[config.mk]
export PLATFORM = sky130hd
export DESIGN_NAME = exc_arb
export DESIGN_NICKNAME = d
export VERILOG_FILES = /design/src/rtl/exc_pkg.sv /design/src/rtl/prio_enc.sv /design/src/rtl/exc_arb.sv
export SDC_FILE = /design/constraint.sdc
export NUM_CORES = 1
export LEC_CHECK = 0
export CAP_MARGIN = 20
export CORE_MARGIN = 2
export CORE_UTILIZATION = 34
export DETAILED_ROUTE_END_ITERATION = 10
export PLACE_DENSITY = 0.88
export SLEW_MARGIN = 20
export SYNTH_ARGS = -nofsm -noshare
export SYNTH_HDL_FRONTEND = slang
export SYNTH_HIERARCHICAL = 1
export SYNTH_SLANG_ARGS = --single-unit
[constraint.sdc]
create_clock -name clk -period 4.05 [get_ports clk]
set_clock_uncertainty 0.1 [all_clocks]
set_input_delay 1.215 -clock clk [delete_from_list [all_inputs] [get_ports clk]]
set_output_delay 1.215 -clock clk [all_outputs]
set_load 0.1 [all_outputs]
[src/rtl/exc_pkg.sv]
// -----------------------------------------------------------------------------
// exc_pkg
//
// Shared definitions for the exception/interrupt arbiter:
//   - exc_state_e : arbiter FSM states (IDLE -> ENTER -> HANDLER)
//   - EXC_*       : exception cause codes reported on exc_code
//   - N_INT_MAX   : largest supported number of hardware interrupt lines
// -----------------------------------------------------------------------------
package exc_pkg;

    // Arbiter FSM states.
    //   ST_IDLE    : normal execution, interrupts and sync exceptions accepted
    //   ST_ENTER   : one-cycle state in which EPC / cause are saved
    //   ST_HANDLER : handler running, only sync exceptions may re-enter
    typedef enum logic [1:0] {
        ST_IDLE    = 2'd0,
        ST_ENTER   = 2'd1,
        ST_HANDLER = 2'd2
    } exc_state_e;

    // Exception cause codes.
    localparam logic [4:0] EXC_INT = 5'd0;   // hardware interrupt
    localparam logic [4:0] EXC_SC  = 5'd8;   // system call
    localparam logic [4:0] EXC_BP  = 5'd9;   // breakpoint

    localparam int unsigned N_INT_MAX = 16;

endpackage : exc_pkg

[src/rtl/prio_enc.sv]
// -----------------------------------------------------------------------------
// prio_enc
//
// Fixed-priority encoder: the highest-index asserted request wins.
//
// Parameters
//   N_INT : number of request lines
//   ID_W  : width of the encoded index
//
// Ports
//   req_i : request vector
//   any_o : at least one request asserted
//   id_o  : index of the highest asserted request (0 when none asserted)
// -----------------------------------------------------------------------------
module prio_enc #(
    parameter int unsigned N_INT = 6,
    parameter int unsigned ID_W  = 4
) (
    input  logic [N_INT-1:0] req_i,
    output logic             any_o,
    output logic [ID_W-1:0]  id_o
);

    assign any_o = |req_i;

    // Ascending scan: later (higher) indices overwrite earlier ones.
    always_comb begin
        id_o = '0;
        for (int unsigned i = 0; i < N_INT; i++) begin
            if (req_i[i]) begin
                id_o = ID_W'(i);
            end
        end
    end

endmodule : prio_enc

[src/rtl/exc_arb.sv]
// -----------------------------------------------------------------------------
// exc_arb
//
// Exception / interrupt arbiter sitting beside the main CPU FSM. It latches
// interrupt lines into a pending vector, qualifies them with the per-line mask
// and the global enable, and at an instruction boundary decides whether the
// CPU must branch to the exception entry instead of fetching.
//
// Parameters
//   N_INT     : number of hardware interrupt lines (1..16)
//   EDGE_MASK : per-line trigger type, 1 = edge, 0 = level
//   ID_W      : width of int_id (>= clog2(N_INT))
//
// Ports
//   clk        : clock, rising edge
//   reset      : asynchronous active-high reset
//   hw_int     : raw interrupt lines, synchronous to clk
//   int_mask   : per-line enable
//   int_en     : global interrupt enable
//   boundary   : main FSM is at an instruction-completion state
//   sync_req   : synchronous exception request (only meaningful with boundary)
//   sync_code  : cause code for sync_req
//   eret       : return-from-exception strobe
//   pend_clr   : write-1-to-clear for edge pending bits
//   take       : combinational, branch to the exception state instead of Fetch
//   exc_enter  : one-cycle pulse, save EPC and cause
//   exc_code   : registered cause code
//   int_id     : registered winning interrupt index
//   pending    : current pending vector
//   in_handler : high while the handler is running
// -----------------------------------------------------------------------------
module exc_arb
    import exc_pkg::*;
#(
    parameter int unsigned      N_INT     = 6,
    parameter logic [N_INT-1:0] EDGE_MASK = '0,
    parameter int unsigned      ID_W      = 4
) (
    input  logic             clk,
    input  logic             reset,
    input  logic [N_INT-1:0] hw_int,
    input  logic [N_INT-1:0] int_mask,
    input  logic             int_en,
    input  logic             boundary,
    input  logic             sync_req,
    input  logic [4:0]       sync_code,
    input  logic             eret,
    input  logic [N_INT-1:0] pend_clr,
    output logic             take,
    output logic             exc_enter,
    output logic [4:0]       exc_code,
    output logic [ID_W-1:0]  int_id,
    output logic [N_INT-1:0] pending,
    output logic             in_handler
);

    // -------------------------------------------------------------------------
    // Pending vector
    // -------------------------------------------------------------------------
    logic [N_INT-1:0] prev_q;
    logic [N_INT-1:0] edge_pend_q;
    logic [N_INT-1:0] edge_pend_d;
    logic [N_INT-1:0] rise;
    logic [N_INT-1:0] pending_w;

    // prev_q resets to 0, so a line already high at reset release is seen
    // as a rising edge on the first cycle out of reset.
    assign rise = hw_int & ~prev_q & EDGE_MASK;

    // Set has priority over a same-cycle clear. Level lines never hold state
    // here, which also makes pend_clr a no-op for them.
    assign edge_pend_d = ((edge_pend_q & ~pend_clr) | rise) & EDGE_MASK;

    always_ff @(posedge clk or posedge reset) begin
        if (reset) begin
            prev_q      <= '0;
            edge_pend_q <= '0;
        end else begin
            prev_q      <= hw_int;
            edge_pend_q <= edge_pend_d;
        end
    end

    // Level lines track the raw input directly; edge lines come from the latch.
    assign pending_w = (hw_int & ~EDGE_MASK) | edge_pend_q;
    assign pending   = pending_w;

    // -------------------------------------------------------------------------
    // Qualification and arbitration
    // -------------------------------------------------------------------------
    logic [N_INT-1:0] qual;
    logic             qual_any;
    logic [ID_W-1:0]  win_id;

    assign qual = pending_w & int_mask & {N_INT{int_en}};

    prio_enc #(
        .N_INT (N_INT),
        .ID_W  (ID_W)
    ) u_prio (
        .req_i (qual),
        .any_o (qual_any),
        .id_o  (win_id)
    );

    // -------------------------------------------------------------------------
    // Take decision
    // -------------------------------------------------------------------------
    exc_state_e state_q;
    logic       take_w;

    // Interrupts are accepted only from IDLE (no nesting); sync exceptions are
    // accepted from IDLE and HANDLER. Nothing is accepted during ENTER.
    always_comb begin
        take_w = 1'b0;
        if (boundary) begin
            unique case (state_q)
                ST_IDLE:    take_w = sync_req | qual_any;
                ST_HANDLER: take_w = sync_req;
                default:    take_w = 1'b0;
            endcase
        end
    end

    assign take = take_w;

    // -------------------------------------------------------------------------
    // Arbiter FSM with registered outputs
    // -------------------------------------------------------------------------
    logic            exc_enter_q;
    logic            in_handler_q;
    logic [4:0]      exc_code_q;
    logic [ID_W-1:0] int_id_q;

    always_ff @(posedge clk or posedge reset) begin
        if (reset) begin
            state_q      <= ST_IDLE;
            exc_enter_q  <= 1'b0;
            in_handler_q <= 1'b0;
            exc_code_q   <= EXC_INT;
            int_id_q     <= '0;
        end else begin
            exc_enter_q <= 1'b0;
            if (take_w) begin
                // take has priority over eret in HANDLER: the return is dropped.
                state_q      <= ST_ENTER;
                exc_enter_q  <= 1'b1;
                in_handler_q <= 1'b0;
                if (sync_req) begin
                    exc_code_q <= sync_code;
                end else begin
                    exc_code_q <= EXC_INT;
                    int_id_q   <= win_id;
                end
            end else begin
                unique case (state_q)
                    ST_IDLE: begin
                        state_q <= ST_IDLE;
                    end
                    ST_ENTER: begin
                        state_q      <= ST_HANDLER;
                        in_handler_q <= 1'b1;
                    end
                    ST_HANDLER: begin
                        if (eret) begin
                            state_q      <= ST_IDLE;
                            in_handler_q <= 1'b0;
                        end
                    end
                    default: begin
                        state_q      <= ST_IDLE;
                        in_handler_q <= 1'b0;
                    end
                endcase
            end
        end
    end

    assign exc_enter  = exc_enter_q;
    assign in_handler = in_handler_q;
    assign exc_code   = exc_code_q;
    assign int_id     = int_id_q;

endmodule : exc_arb

* Word level (Yosys, flattened, before mapping)
Index checks and enable logic that the tools add are counted.
** Storage, ports and cells
- Output and inout port bits :: 18
- Input bits :: 29
- Register bits after elaboration :: 13
- Logic and storage cells :: 32
** Cells by class
- Equality and inequality tests :: 4
- Bitwise operators :: 4
- Multiplexer cells :: 15
- Reductions and logical operators :: 4
** Operator list (number)
- $and A6 B6 Y6 :: 2
- $mux W2 :: 4
- $mux W3 :: 2
- $reduce_or A6 Y1 :: 1
- $mux W1 :: 5
- $mux W5 :: 1
- $pmux W2 S2 :: 1
- $reduce_and A2 Y1 :: 2
- $ne A3 B3 Y1 const B :: 1
- $pmux W1 S3 :: 1
- $eq A2 B1 Y1 const B :: 1
- $eq A2 B2 Y1 const B :: 1
- $logic_not A2 Y1 :: 1
- $ne A2 B2 Y1 const B :: 1
- $pmux W1 S2 :: 1
- $not A1 Y1 :: 1
- $or A1 B1 Y1 :: 1

* Logic depth before layout (Yosys ltp)
Gate-level depths: netlist of the first run.
- Word-level depth :: 8
- Gate-level depth with buffers :: 7
- Mapped depth without buffers :: 7

* Modules after synthesis
Netlist of the first run, hierarchy kept.
** By module, submodules not included
- exc_arb :: area an instance 606.8 µm², cells an instance 50, sequential area each 325.3 µm², instances 1
- prio_enc :: area an instance 58.8 µm², cells an instance 9, sequential area each 0.0 µm², instances 1

* Worst setup path after synthesis of the first run
OpenSTA, ideal clock, no wires.
- Path type :: input to output
- From :: in hw_int[5]
- To :: out take
- Data arrival time :: 2.845 ns
- Data required time :: 2.735 ns
- Cell stages on the path :: 6
- Path buffers :: 0
- Slack :: -0.110 ns
- Cells stage by stage :: and3_1 -> or2_4 -> or4b_1 -> nand2b_1 -> a21o_2 -> inv_1
** Between the ends
- Cells in the longest elaborated chain, start to end :: 6
** Ends and longest elaborated chain
- from (decl) :: line exc_arb.sv:41 : input logic [N_INT-1:0] hw_int,
- $and A6 B6 Y6 (2 in a row) :: line exc_arb.sv:95 : assign qual = pending_w & int_mask & {N_INT{int_en}};
- $reduce_or A6 Y1 :: line prio_enc.sv:24 : assign any_o = |req_i;
- net qual_any :: line exc_arb.sv:92 : logic qual_any;
- $or A1 B1 Y1 :: line exc_arb.sv:118 : ST_IDLE: take_w = sync_req | qual_any;
- $pmux W1 S2 :: line exc_arb.sv:117 : unique case (state_q)
- $mux W1 :: line exc_arb.sv:116 : if (boundary) begin
- to (decl) :: line exc_arb.sv:49 : output logic take,
The timed path passes the listed nets, and every way through them passes these cells.

* Final worst setup path of the first run
- From :: in int_mask[3]
- To :: out take
** Between the ends
- Cells in the longest elaborated chain, start to end :: 6
** Ends and longest elaborated chain
- from (decl) :: line exc_arb.sv:42 : input logic [N_INT-1:0] int_mask,
- $and A6 B6 Y6 (2 in a row) :: line exc_arb.sv:95
- net qual[3] :: line exc_arb.sv:91 : logic [N_INT-1:0] qual;
- $reduce_or A6 Y1 :: line prio_enc.sv:24
- net qual_any :: line exc_arb.sv:92
- $or A1 B1 Y1 :: line exc_arb.sv:118
- $pmux W1 S2 :: line exc_arb.sv:117
- $mux W1 :: line exc_arb.sv:116
The timed path passes the listed nets, and every way through them passes these cells.

==> metrics, run 1 <==
met1 Use GR 19.2%; pre-CTS setup slack -0.371 ns; Peak supply drop 0.000358 V; Tot GR Track Use 18.4%; Worst Hold Launch int_id[1]; RSZ-0062 raised after global routing yes; drt initial violations 9; Port Buffers 40; detailed-route wire length per cell 15.0 µm; final worst path period share 100%; IO Pins 47; Leak around 0.00070 µW; Mapped Area between 600 and 700 µm²; area of the die 2330 µm²; Max Freq 0.247 GHz; Worst-Margin Slew 0.990 ns; Die X slightly below 50 µm; first drt pass iteration count 3; Placer Congestion 0.722; initial antenna violation count 0; H-tree depth 1; crit path to take; Seq cells post-synth 13; core area 1900 µm²; first-pass GRT wire length 2.88 mm; setup violators final 1; commonest non-fill, non-tap cell in the layout buf_4; Critical R2R Capture int_id[0]; area of the multi-input gates 310 µm²; # fillers 120; crit path from int_mask[3]; Nets 156; Ys Warns 6; Synth cell types 19; part of the Yosys area used for sequential elements 48.9%; antenna cells 0; clock tree sinks 13; Pint 351 µW; sequential share of power 25.3%; CTS root buf clkbuf_4; Sw Pwr 345 µW; Cells after Synth slightly below 60; hpwl dp 1.34 mm; final wirelength 2.30 mm; commonest non-fill, non-tap cells in the layout buf_4 (30), clkdlybuf4s50_1 (19), dfrtp_1 (13); clock share of power 11.0%; reg-to-reg slack, setup 1.19 ns; GR peak layer met2; Slew HR between 30% and 40%; Switching Fraction between 40% and 50%; critical-path maximum fanout 2; total of max-cap violations 0; GRT overflow 0; status finished with violations; Final Critical Period about 4 ns; Hold/Removal Path Class register to register; register area 325 µm²; Worst Path Required 2.73 ns; Worst-path clk slew 0.07 ns; pin count of the biggest net entering global routing 14; hold buffers post-CTS 0; Setup crit end kind output pin; Num CTS Buffers 3; Via density 4.71; DR vias 720; worst-case reg-to-reg path depth 15; Crit Path Category input port to output pin; met2 Resource Use GR 34.2%; Die Y approximately 48 µm; Skew-Pair Late Insertion Delay 0.27 ns; Power Total between 600 and 700 µW; placed inst area around 1200 µm²; clock buffer depth 2; Layout area overhead 112%; Comb pwr share a little under two thirds; failing checks negative setup slack; Final Hold Viols 0; share of cells above drive strength 1 between 50% and 60%; pwr/cell area 493 nW/µm²; Data arrival, critical path roughly 2.7 ns; Post-Syn Nets a little under 90; post-route cell area 1410 µm²; Routed Antenna Nets 0; Setup WS post-layout -0.00570 ns; number of remaining DRC errors 0; CTS tree yes; worst r2r src state_q[1]; initial cell density of the core 35.0%; Pins Over Slew Limit 0; vias in the first global route between 700 and 800; GR Util met3 3.70%; critical path startpoint category input port; Row Count 16; Mapped Avg Cell Area around 11 µm²
## flip-flops by register name, summed over array words and instances, names as in the netlist
signal      cells
state_q         2
in_handler      1
int_id          4
exc_enter       1
exc_code        5
## final cells by class
cell class	instances	area share (%)
multi-input combinational	33	22.0
inverter	6	1.86
clock buffer	4	1.86
timing repair buffer	70	48.8
tap	27	2.39
sequential	13	23.0
## critical path: stages
cell and delay (ns):
dlygate4sd2_1 0.25, and3_4 0.19, nor2_4 0.12, or4b_4 0.48, nand2b_4 0.09, a21o_4 0.13, clkinvlp_4 0.10, buf_12 0.17
## stage by stage
stage                     hold slack, ns  TNS (ns)  util, %  cells
after global placement             0.393    -0.364     64.9    133
after floorplan                    0.371   -0.0963        -     59
after detailed placement           0.391    -0.371     64.9    133
after global routing               0.425   -0.0376     74.2    153
final                              0.412  -0.00570     74.2    153
after CTS                          0.416   -0.0343     71.7    150
## layer usage
layer  vias up  part of all wire [%]
li1        332                     -
met1       339                    37
met2        39                    52
met3        10                   8.7
met4         0                   2.4
met5         -                     0
## worst min path at each step
stage,endpoint,cells after the start
floorplan,state_q[1],1
global placement,exc_code[3],1
detailed placement,exc_code[0],1
CTS,state_q[1],1
global route,exc_code[0],1
finish,int_id[1],1
## synth_stat cells, drive strengths merged
library cell  instances  area [µm²]
or2                   1        8.76
mux2                  4        60.1
o22ai                 1        6.26
buf                   7        52.6
dfrtp                13         325
nand2                 1        3.75
nand2b                2        20.0
a21o                  1        8.76
inv                   6        22.5
nor3                  1        16.3
conb                  1        3.75
a211o                 1        10.0
a22o                  5        43.8
nor2                  5        18.8
and3                  6        37.5
nor3b                 1        7.51
o21ai                 2        10.0
or4b                  1        10.0
## what timing repair did
action / 4_1_cts / 5_1_grt
pin swaps: 10 / 8
resized for setup: 34 / 6
setup endpoints to repair: 1 / 5
buffers inserted: 14 / 4
cloned: 0 / 0
## power by group through the flow
stage	combinational, µW	sequential, µW	clock, µW
2_1_floorplan	92.9	368	0
3_3_place_gp	395	177	0
3_5_place_dp	399	177	0
4_1_cts	430	175	79.9
5_1_grt	458	180	84.5
6_report	443	176	76.7
## cell families (layout without fill, tap and decap cells)
| kind of cell | Yosys count | in the layout | share of synthesized area (%) |
|---|---|---|---|
| other | 1 | 1 | 0.563 |
| muxes | 4 | 4 | 9.02 |
| AOI/OAI and AO/OA | 10 | 10 | 11.8 |
| and+or+nand+nor | 18 | 18 | 18.4 |
| buffers and inverters | 13 | 80 | 11.3 |
| DFF | 13 | 13 | 48.9 |
No activity file was read; power rests on OpenSTA's default activity.
==> inputs of run 2 (changes only) <==
CAP_MARGIN = 0   (was 20)
==> results of run 2 <==
Same layout as run 1: the final DEF is identical, and so are final timing and power.
